`src/rtl/bus_resp_pkg.sv`:
```
// Shared definitions for the bus response block: FSM encoding, parameter
// defaults, bus widths, latched-request payload and error read data.
package bus_resp_pkg;

  localparam int unsigned NMOD_DEF    = 14;
  localparam int unsigned TIMEOUT_DEF = 255;
  localparam int unsigned DATA_W      = 32;
  localparam int unsigned ADDR_W      = 32;
  localparam int unsigned MOD_W       = 8;
  localparam int unsigned MAX_MOD     = 16;
  localparam int unsigned WDOG_W      = 8;

  // Read data returned on a failed access
  localparam logic [DATA_W-1:0] ERR_RDATA = 32'h0000_0000;

  typedef enum logic [1:0] {
    ST_IDLE = 2'd0,
    ST_WAIT = 2'd1,
    ST_RESP = 2'd2,
    ST_ERR  = 2'd3
  } state_e;

  // Access attributes captured when a request is accepted
  typedef struct packed {
    logic              we;
    logic [MOD_W-1:0]  mod;
    logic [ADDR_W-1:0] addr;
  } req_t;

endpackage

```
`src/rtl/bus_resp_if.sv`:
```
// CPU/slave-side bus bundle for bus_resp.
// slave  : view of the responder (bus_resp itself).
// master : view of the CPU / decoder environment driving it.
interface bus_resp_if;
  import bus_resp_pkg::*;

  logic                        req;
  logic                        we;
  logic [MOD_W-1:0]            mod;
  logic [ADDR_W-1:0]           eff_addr;
  logic [MAX_MOD-1:0]          mod_rdy;
  logic [MAX_MOD*DATA_W-1:0]   mod_data;
  logic                        clr_err;
  logic [DATA_W-1:0]           cpu_data;
  logic                        ack;
  logic                        stall;
  logic                        bus_err;
  logic                        err_flag;
  logic [ADDR_W-1:0]           err_addr;

  modport slave (
    input  req, we, mod, eff_addr, mod_rdy, mod_data, clr_err,
    output cpu_data, ack, stall, bus_err, err_flag, err_addr
  );

  modport master (
    output req, we, mod, eff_addr, mod_rdy, mod_data, clr_err,
    input  cpu_data, ack, stall, bus_err, err_flag, err_addr
  );

endinterface

```
`src/rtl/bus_wdog.sv`:
```
// Wait-cycle counter with terminal-count flag.
// clk/rst  : clock, async active-high reset
// clr_i    : synchronous clear to zero (priority over en_i)
// en_i     : count enable
// tc_val_i : terminal count value
// tc_o     : high while the count equals tc_val_i
module bus_wdog
  import bus_resp_pkg::*;
(
  input  logic              clk,
  input  logic              rst,
  input  logic              clr_i,
  input  logic              en_i,
  input  logic [WDOG_W-1:0] tc_val_i,
  output logic              tc_o
);

  logic [WDOG_W-1:0] cnt_q, cnt_d;

  always_comb begin
    cnt_d = cnt_q;
    if (clr_i)     cnt_d = '0;
    else if (en_i) cnt_d = cnt_q + WDOG_W'(1);
  end

  always_ff @(posedge clk or posedge rst) begin
    if (rst) cnt_q <= '0;
    else     cnt_q <= cnt_d;
  end

  assign tc_o = (cnt_q == tc_val_i);

endmodule

```
`src/rtl/bus_resp.sv`:
```
// Bus response controller: accepts a CPU access, waits for the decoded
// slave's ready (bounded by TIMEOUT), returns read data and a one-cycle ack,
// or a bus error with sticky error status and failing address.
// clk/rst : clock, async active-high reset
// bus     : bus_resp_if.slave (req/we/mod/eff_addr/mod_rdy/mod_data/clr_err in;
//           cpu_data/ack/stall/bus_err/err_flag/err_addr out)
module bus_resp
  import bus_resp_pkg::*;
#(
  parameter int unsigned NMOD    = NMOD_DEF,
  parameter int unsigned TIMEOUT = TIMEOUT_DEF
) (
  input  logic        clk,
  input  logic        rst,
  bus_resp_if.slave   bus
);

  state_e             state_q, state_d;
  req_t               req_q, req_d, req_live, req_sel;
  logic [DATA_W-1:0]  cpu_data_q, cpu_data_d, rdata_sel;
  logic [ADDR_W-1:0]  err_addr_q, err_addr_d;
  logic               ack_q, ack_d, bus_err_q, bus_err_d, err_flag_q, err_flag_d;
  logic [3:0]         mod_idx;
  logic               mod_ok, rdy_sel;
  logic               wd_clr, wd_en, wd_tc;
  logic               do_resp, do_err;

  // In IDLE the live request is being latched this edge; afterwards only
  // the latched copy steers ready/data selection.
  assign req_live  = {bus.we, bus.mod, bus.eff_addr};
  assign req_sel   = (state_q == ST_IDLE) ? req_live : req_q;
  assign mod_idx   = req_sel.mod[3:0];
  assign mod_ok    = 32'(req_sel.mod) < NMOD;
  assign rdy_sel   = mod_ok & bus.mod_rdy[mod_idx];
  assign rdata_sel = bus.mod_data[{mod_idx, 5'd0} +: DATA_W];

  bus_wdog u_wdog (
    .clk      (clk),
    .rst      (rst),
    .clr_i    (wd_clr),
    .en_i     (wd_en),
    .tc_val_i (8'(TIMEOUT - 1)),
    .tc_o     (wd_tc)
  );

  // Next-state and registered-output logic
  always_comb begin
    state_d    = state_q;
    req_d      = req_q;
    cpu_data_d = cpu_data_q;
    err_addr_d = err_addr_q;
    ack_d      = 1'b0;
    bus_err_d  = 1'b0;
    err_flag_d = err_flag_q & ~bus.clr_err;
    wd_clr     = 1'b0;
    wd_en      = 1'b0;
    do_resp    = 1'b0;
    do_err     = 1'b0;

    case (state_q)
      ST_IDLE: begin
        wd_clr = 1'b1;
        if (bus.req) begin
          req_d = req_live;
          if (!mod_ok)      do_err  = 1'b1;
          else if (rdy_sel) do_resp = 1'b1;
          else              state_d = ST_WAIT;
        end
      end
      ST_WAIT: begin
        // Ready takes precedence over an expiring timeout
        if (rdy_sel)    do_resp = 1'b1;
        else if (wd_tc) do_err  = 1'b1;
        else            wd_en   = 1'b1;
      end
      ST_RESP: state_d = ST_IDLE;
      ST_ERR:  state_d = ST_IDLE;
      default: state_d = ST_IDLE;
    endcase

    if (do_resp) begin
      state_d = ST_RESP;
      ack_d   = 1'b1;
      if (!req_sel.we) cpu_data_d = rdata_sel;
    end
    if (do_err) begin
      state_d    = ST_ERR;
      ack_d      = 1'b1;
      bus_err_d  = 1'b1;
      err_flag_d = 1'b1;
      err_addr_d = req_sel.addr;
      if (!req_sel.we) cpu_data_d = ERR_RDATA;
    end
  end

  always_ff @(posedge clk or posedge rst) begin
    if (rst) begin
      state_q    <= ST_IDLE;
      req_q      <= '0;
      cpu_data_q <= '0;
      err_addr_q <= '0;
      ack_q      <= 1'b0;
      bus_err_q  <= 1'b0;
      err_flag_q <= 1'b0;
    end else begin
      state_q    <= state_d;
      req_q      <= req_d;
      cpu_data_q <= cpu_data_d;
      err_addr_q <= err_addr_d;
      ack_q      <= ack_d;
      bus_err_q  <= bus_err_d;
      err_flag_q <= err_flag_d;
    end
  end

  assign bus.cpu_data = cpu_data_q;
  assign bus.ack      = ack_q;
  assign bus.bus_err  = bus_err_q;
  assign bus.err_flag = err_flag_q;
  assign bus.err_addr = err_addr_q;
  // CPU hold is the only combinational output; forced low during reset
  assign bus.stall    = ~rst & (((state_q == ST_IDLE) & bus.req) | (state_q == ST_WAIT));

endmodule

```
`src/flat_wrapper.sv`:
```
// flat-port wrapper written by rule: the top's interface ports become plain ports
module bus_resp_flat import bus_resp_pkg::*;
#(
  parameter int unsigned NMOD    = NMOD_DEF,
  parameter int unsigned TIMEOUT = TIMEOUT_DEF
)
  (clk, rst, bus_req, bus_we, bus_mod, bus_eff_addr, bus_mod_rdy, bus_mod_data, bus_clr_err, bus_cpu_data, bus_ack, bus_stall, bus_bus_err, bus_err_flag, bus_err_addr);
  bus_resp_if bus_i ();
  input  logic clk;
  input  logic rst;
  input wire logic [$bits(bus_i.req)-1:0] bus_req;
  input wire logic [$bits(bus_i.we)-1:0] bus_we;
  input wire logic [$bits(bus_i.mod)-1:0] bus_mod;
  input wire logic [$bits(bus_i.eff_addr)-1:0] bus_eff_addr;
  input wire logic [$bits(bus_i.mod_rdy)-1:0] bus_mod_rdy;
  input wire logic [$bits(bus_i.mod_data)-1:0] bus_mod_data;
  input wire logic [$bits(bus_i.clr_err)-1:0] bus_clr_err;
  output wire logic [$bits(bus_i.cpu_data)-1:0] bus_cpu_data;
  output wire logic [$bits(bus_i.ack)-1:0] bus_ack;
  output wire logic [$bits(bus_i.stall)-1:0] bus_stall;
  output wire logic [$bits(bus_i.bus_err)-1:0] bus_bus_err;
  output wire logic [$bits(bus_i.err_flag)-1:0] bus_err_flag;
  output wire logic [$bits(bus_i.err_addr)-1:0] bus_err_addr;
  assign bus_i.req = bus_req;
  assign bus_i.we = bus_we;
  assign bus_i.mod = bus_mod;
  assign bus_i.eff_addr = bus_eff_addr;
  assign bus_i.mod_rdy = bus_mod_rdy;
  assign bus_i.mod_data = bus_mod_data;
  assign bus_i.clr_err = bus_clr_err;
  assign bus_cpu_data = bus_i.cpu_data;
  assign bus_ack = bus_i.ack;
  assign bus_stall = bus_i.stall;
  assign bus_bus_err = bus_i.bus_err;
  assign bus_err_flag = bus_i.err_flag;
  assign bus_err_addr = bus_i.err_addr;
  bus_resp #(.NMOD(NMOD), .TIMEOUT(TIMEOUT)) u_core (.clk(clk), .rst(rst), .bus(bus_i));
endmodule
```
`config.mk`:
```
export PLATFORM = sky130hd
export DESIGN_NAME = bus_resp_flat
export DESIGN_NICKNAME = d
export VERILOG_FILES = /design/src/rtl/bus_resp_pkg.sv /design/src/rtl/bus_resp_if.sv /design/src/rtl/bus_wdog.sv /design/src/rtl/bus_resp.sv /design/src/flat_wrapper.sv
export SDC_FILE = /design/constraint.sdc
export NUM_CORES = 1
export LEC_CHECK = 0
export ABC_AREA = 0
export BUFFER_PORTS_ARGS = -buffer_cell sky130_fd_sc_hd__buf_2
export CAP_MARGIN = 40
export CORE_AREA = 8 8 241 243
export DETAILED_ROUTE_END_ITERATION = 16
export DIE_AREA = 0 0 249 251
export PLACE_DENSITY_LB_ADDON = 0.3
export SLEW_MARGIN = 5
export SYNTH_ARGS = -nofsm -noshare
export SYNTH_HDL_FRONTEND = slang
export SYNTH_SLANG_ARGS = --single-unit
```
`constraint.sdc`:
```
create_clock -name clk -period 3.44 [get_ports clk]
set_input_delay 0 -clock clk [delete_from_list [all_inputs] [get_ports clk]]
set_output_delay 0 -clock clk [all_outputs]
set_load 0.005 [all_outputs]
```
==> qor.csv <==
metric,value,unit
status,finished clean,
synth_edf_count,0,
ys_warn_count,0,
crit_path_end_kind,flop,
cts_tree,yes,
final-max-slew-violation-count,0,
yosysMostFrequentCell,mux2i_1,
clock_sinks,118,
place_congestion,0.926,
yosys.area.top_type,dfrtp_1,
setup_viol,0,
max-slew-margin-rel,0.582,
die_area,62500,um2
vias,10600,
grt_max_degree,71,
critPathLaunchType,flop,
ir_drop,0.000452,V
cp_slowest_cell,a2111o_1,
power.density,805,nW/um2
numPortBuffers,640,
required,3.77,ns
clk_latency,0.47,ns
routed_wl,60300,um
drc,0,
cp_slowest_stage_delay,0.42,ns
maxCapViolations,0,
cts-root-buf,clkbuf_16,
synth_common_cells,"163 x mux2i_1, 118 x dfrtp_1, 78 x nand2_1",
yosysSeqAreaShare,0.321,
fmax,309,MHz
cts_inserted_buffers,17,
die_h,251,um
async_reset_ff_frac,1.00,
fp.dieW,249,um
row_count,86,
worst_pin_slew,0.626,ns
r2r_slack,0.20,ns
viasPerCell,4.69,
synth_area,9200,um2
htree_levels,4,
drt_first_pass_iters,6,
core_area,54300,um2
rsz0062_at_grt,false,
setup-tns-final,0,ns
antenna_left,0,
finalClockSkew,0.0161,ns
antenna_found_initial,75,
synth-seq-cells,118,
synth_cells,875,
start_util,0.169,
critPathMaxFanout,22,
grt_usage,0.186,
layout.nets,2098,
worstSetupPathType,reg2reg,
path_clk_slew,0.07,ns
worstPathCellList,"buf_4, or2_0, a31oi_1, a21oi_1, a2111o_1, a22o_1, or2_4, a211oi_4, buf_4, a21oi_1",
place.detailed.hpwl,50900,um
drive_above_1_share,0.536,
final-hold-violation-count,0,
min_period_over_period,0.941,
grt-ovfl-total,0,
cts_setup_buffers,0,
period_minus_slack,3.24,ns
yosys-top-cells-area,"dfrtp_1 32%, mux2i_1 18%, mux4_2 16%",
worstHoldPathType,in2async,
power.total,11600,uW
grt_pass1_wl,84000,um
yosysUniqueCellTypes,47,
synth_area_per_cell,10.5,um2
clk_path_buf_depth,2,
first_iter_violations,764,
syn-num-nets,1450,
wl_per_cell,26.6,um
io_pins,641,
first_global_vias,10900,
syn2layout_area_growth,56.8,%
synth_top_area_frac,0.321,
leakage,0.00702,uW
synthFlopType,dfrtp_1,
arrival,3.57,ns
[through the flow]
step                std cells   util  setup slack, ns  hold WS (ns)  cell area (um2)
floorplan                 875      -            0.311        0.0311             9200
global placement         2164  0.245            0.250         0.182            13300
detailed placement       2165  0.245            0.175        0.0212            13300
CTS                      2240  0.264            0.157        0.0467            14400
global route             2253  0.265          0.00308        0.0806            14400
finish                   2268  0.265            0.203        0.0645            14400
[area by class of cell]
type | count | area [um2]
Clock buffer | 18 | 429
Antenna cell | 28 | 70.1
Tap cell | 704 | 881
Sequential cell | 118 | 2950
Timing Repair Buffer | 714 | 3950
Clock inverter | 14 | 163
Multi-Input combinational cell | 662 | 5940
Fill cell | 5837 | 39900
Inverter | 10 | 42.5
[kinds of logic (layout without fill, tap and decap cells)]
| family | after synthesis | after routing | synth area share |
|---|---|---|---|
| compound gates | 266 | 266 | 0.184 |
| fa+ha+maj | 2 | 2 | 0.00272 |
| buf+inv | 95 | 756 | 0.0438 |
| flops | 118 | 118 | 0.321 |
| mux | 270 | 270 | 0.387 |
| other cells | 0 | 28 | 0 |
| simple gates | 124 | 124 | 0.0619 |
[critical path, delay by kind of cell, from the launching register on]
kind	cells	cell delay (ns)
AO/OA/AOI/OAI	6	1.44
flip-flops	1	0.40
AND/OR/NAND/NOR	2	0.66
buffers and inverters	2	0.58
[registers in the layout, indices dropped and copies added, names as in the netlist]
name                 count
u_core.bus.cpu_data     32
u_core.state_q           2
u_core.u_wdog.cnt_q      8
u_core.bus.err_flag      1
u_core.req_q            41
u_core.bus.bus_err       1
u_core.bus.err_addr     32
u_core.bus.ack           1
[repair_timing]
item,in CTS,in global routing
hold buffers,43,0
resized for setup,0,0
endpoints found under the hold margin,164,0
[routing by layer]
metal  share of wire  vias up  GRT usage
met5          0.0053        -          0
met4           0.019       50     0.0628
met3            0.13      116      0.111
met2            0.44      581      0.272
met1            0.40     5121      0.224
li1                -     4780          -
[path summary, 6_finish.rpt]
kind,endpoint,cells past startpoint,start
worst max-delay path,u_core.bus.cpu_data[27],10,u_core.state_q[1]
worst min-delay path,u_core.bus.err_addr[23],3,rst
worst max register to register,u_core.bus.cpu_data[27],10,u_core.state_q[1]
worst min register to register,u_core.bus.err_addr[17],2,u_core.bus.err_addr[17]
max in group asynchronous,u_core.req_q[5],5,rst
min in group clk,u_core.state_q[0],3,bus_req
[power by group]
part,switching [uW],leakage [uW],total [uW],internal (uW)
Sequential,327,0.00150,2260,1930
Clock,811,0.000289,1900,1090
Combinational,4030,0.00523,7460,3420
[cells in the final DEF, fill, tap and decap left out, types with 3 or more instances in the layout]
master,netlist,final
diode_2,0,28
inv_1,9,8
buf_4,3,25
a211oi_1,32,32
o211ai_1,3,3
mux4_2,64,64
nor3_1,3,3
nand2_1,78,77
dlygate4sd3_1,0,43
nand3_1,14,13
mux2_2,41,41
dfrtp_1,118,118
o22ai_1,64,64
a211o_1,32,32
o21ai_1,7,7
nor2_1,7,5
a21oi_1,72,72
or4_1,3,3
o311ai_1,4,4
mux2i_1,163,161
buf_2,28,640
buf_12,0,5
inv_6,0,8
clkbuf_16,0,17
o21ai_0,38,38
a31oi_1,5,3
Power figures use the tool's default switching activity.
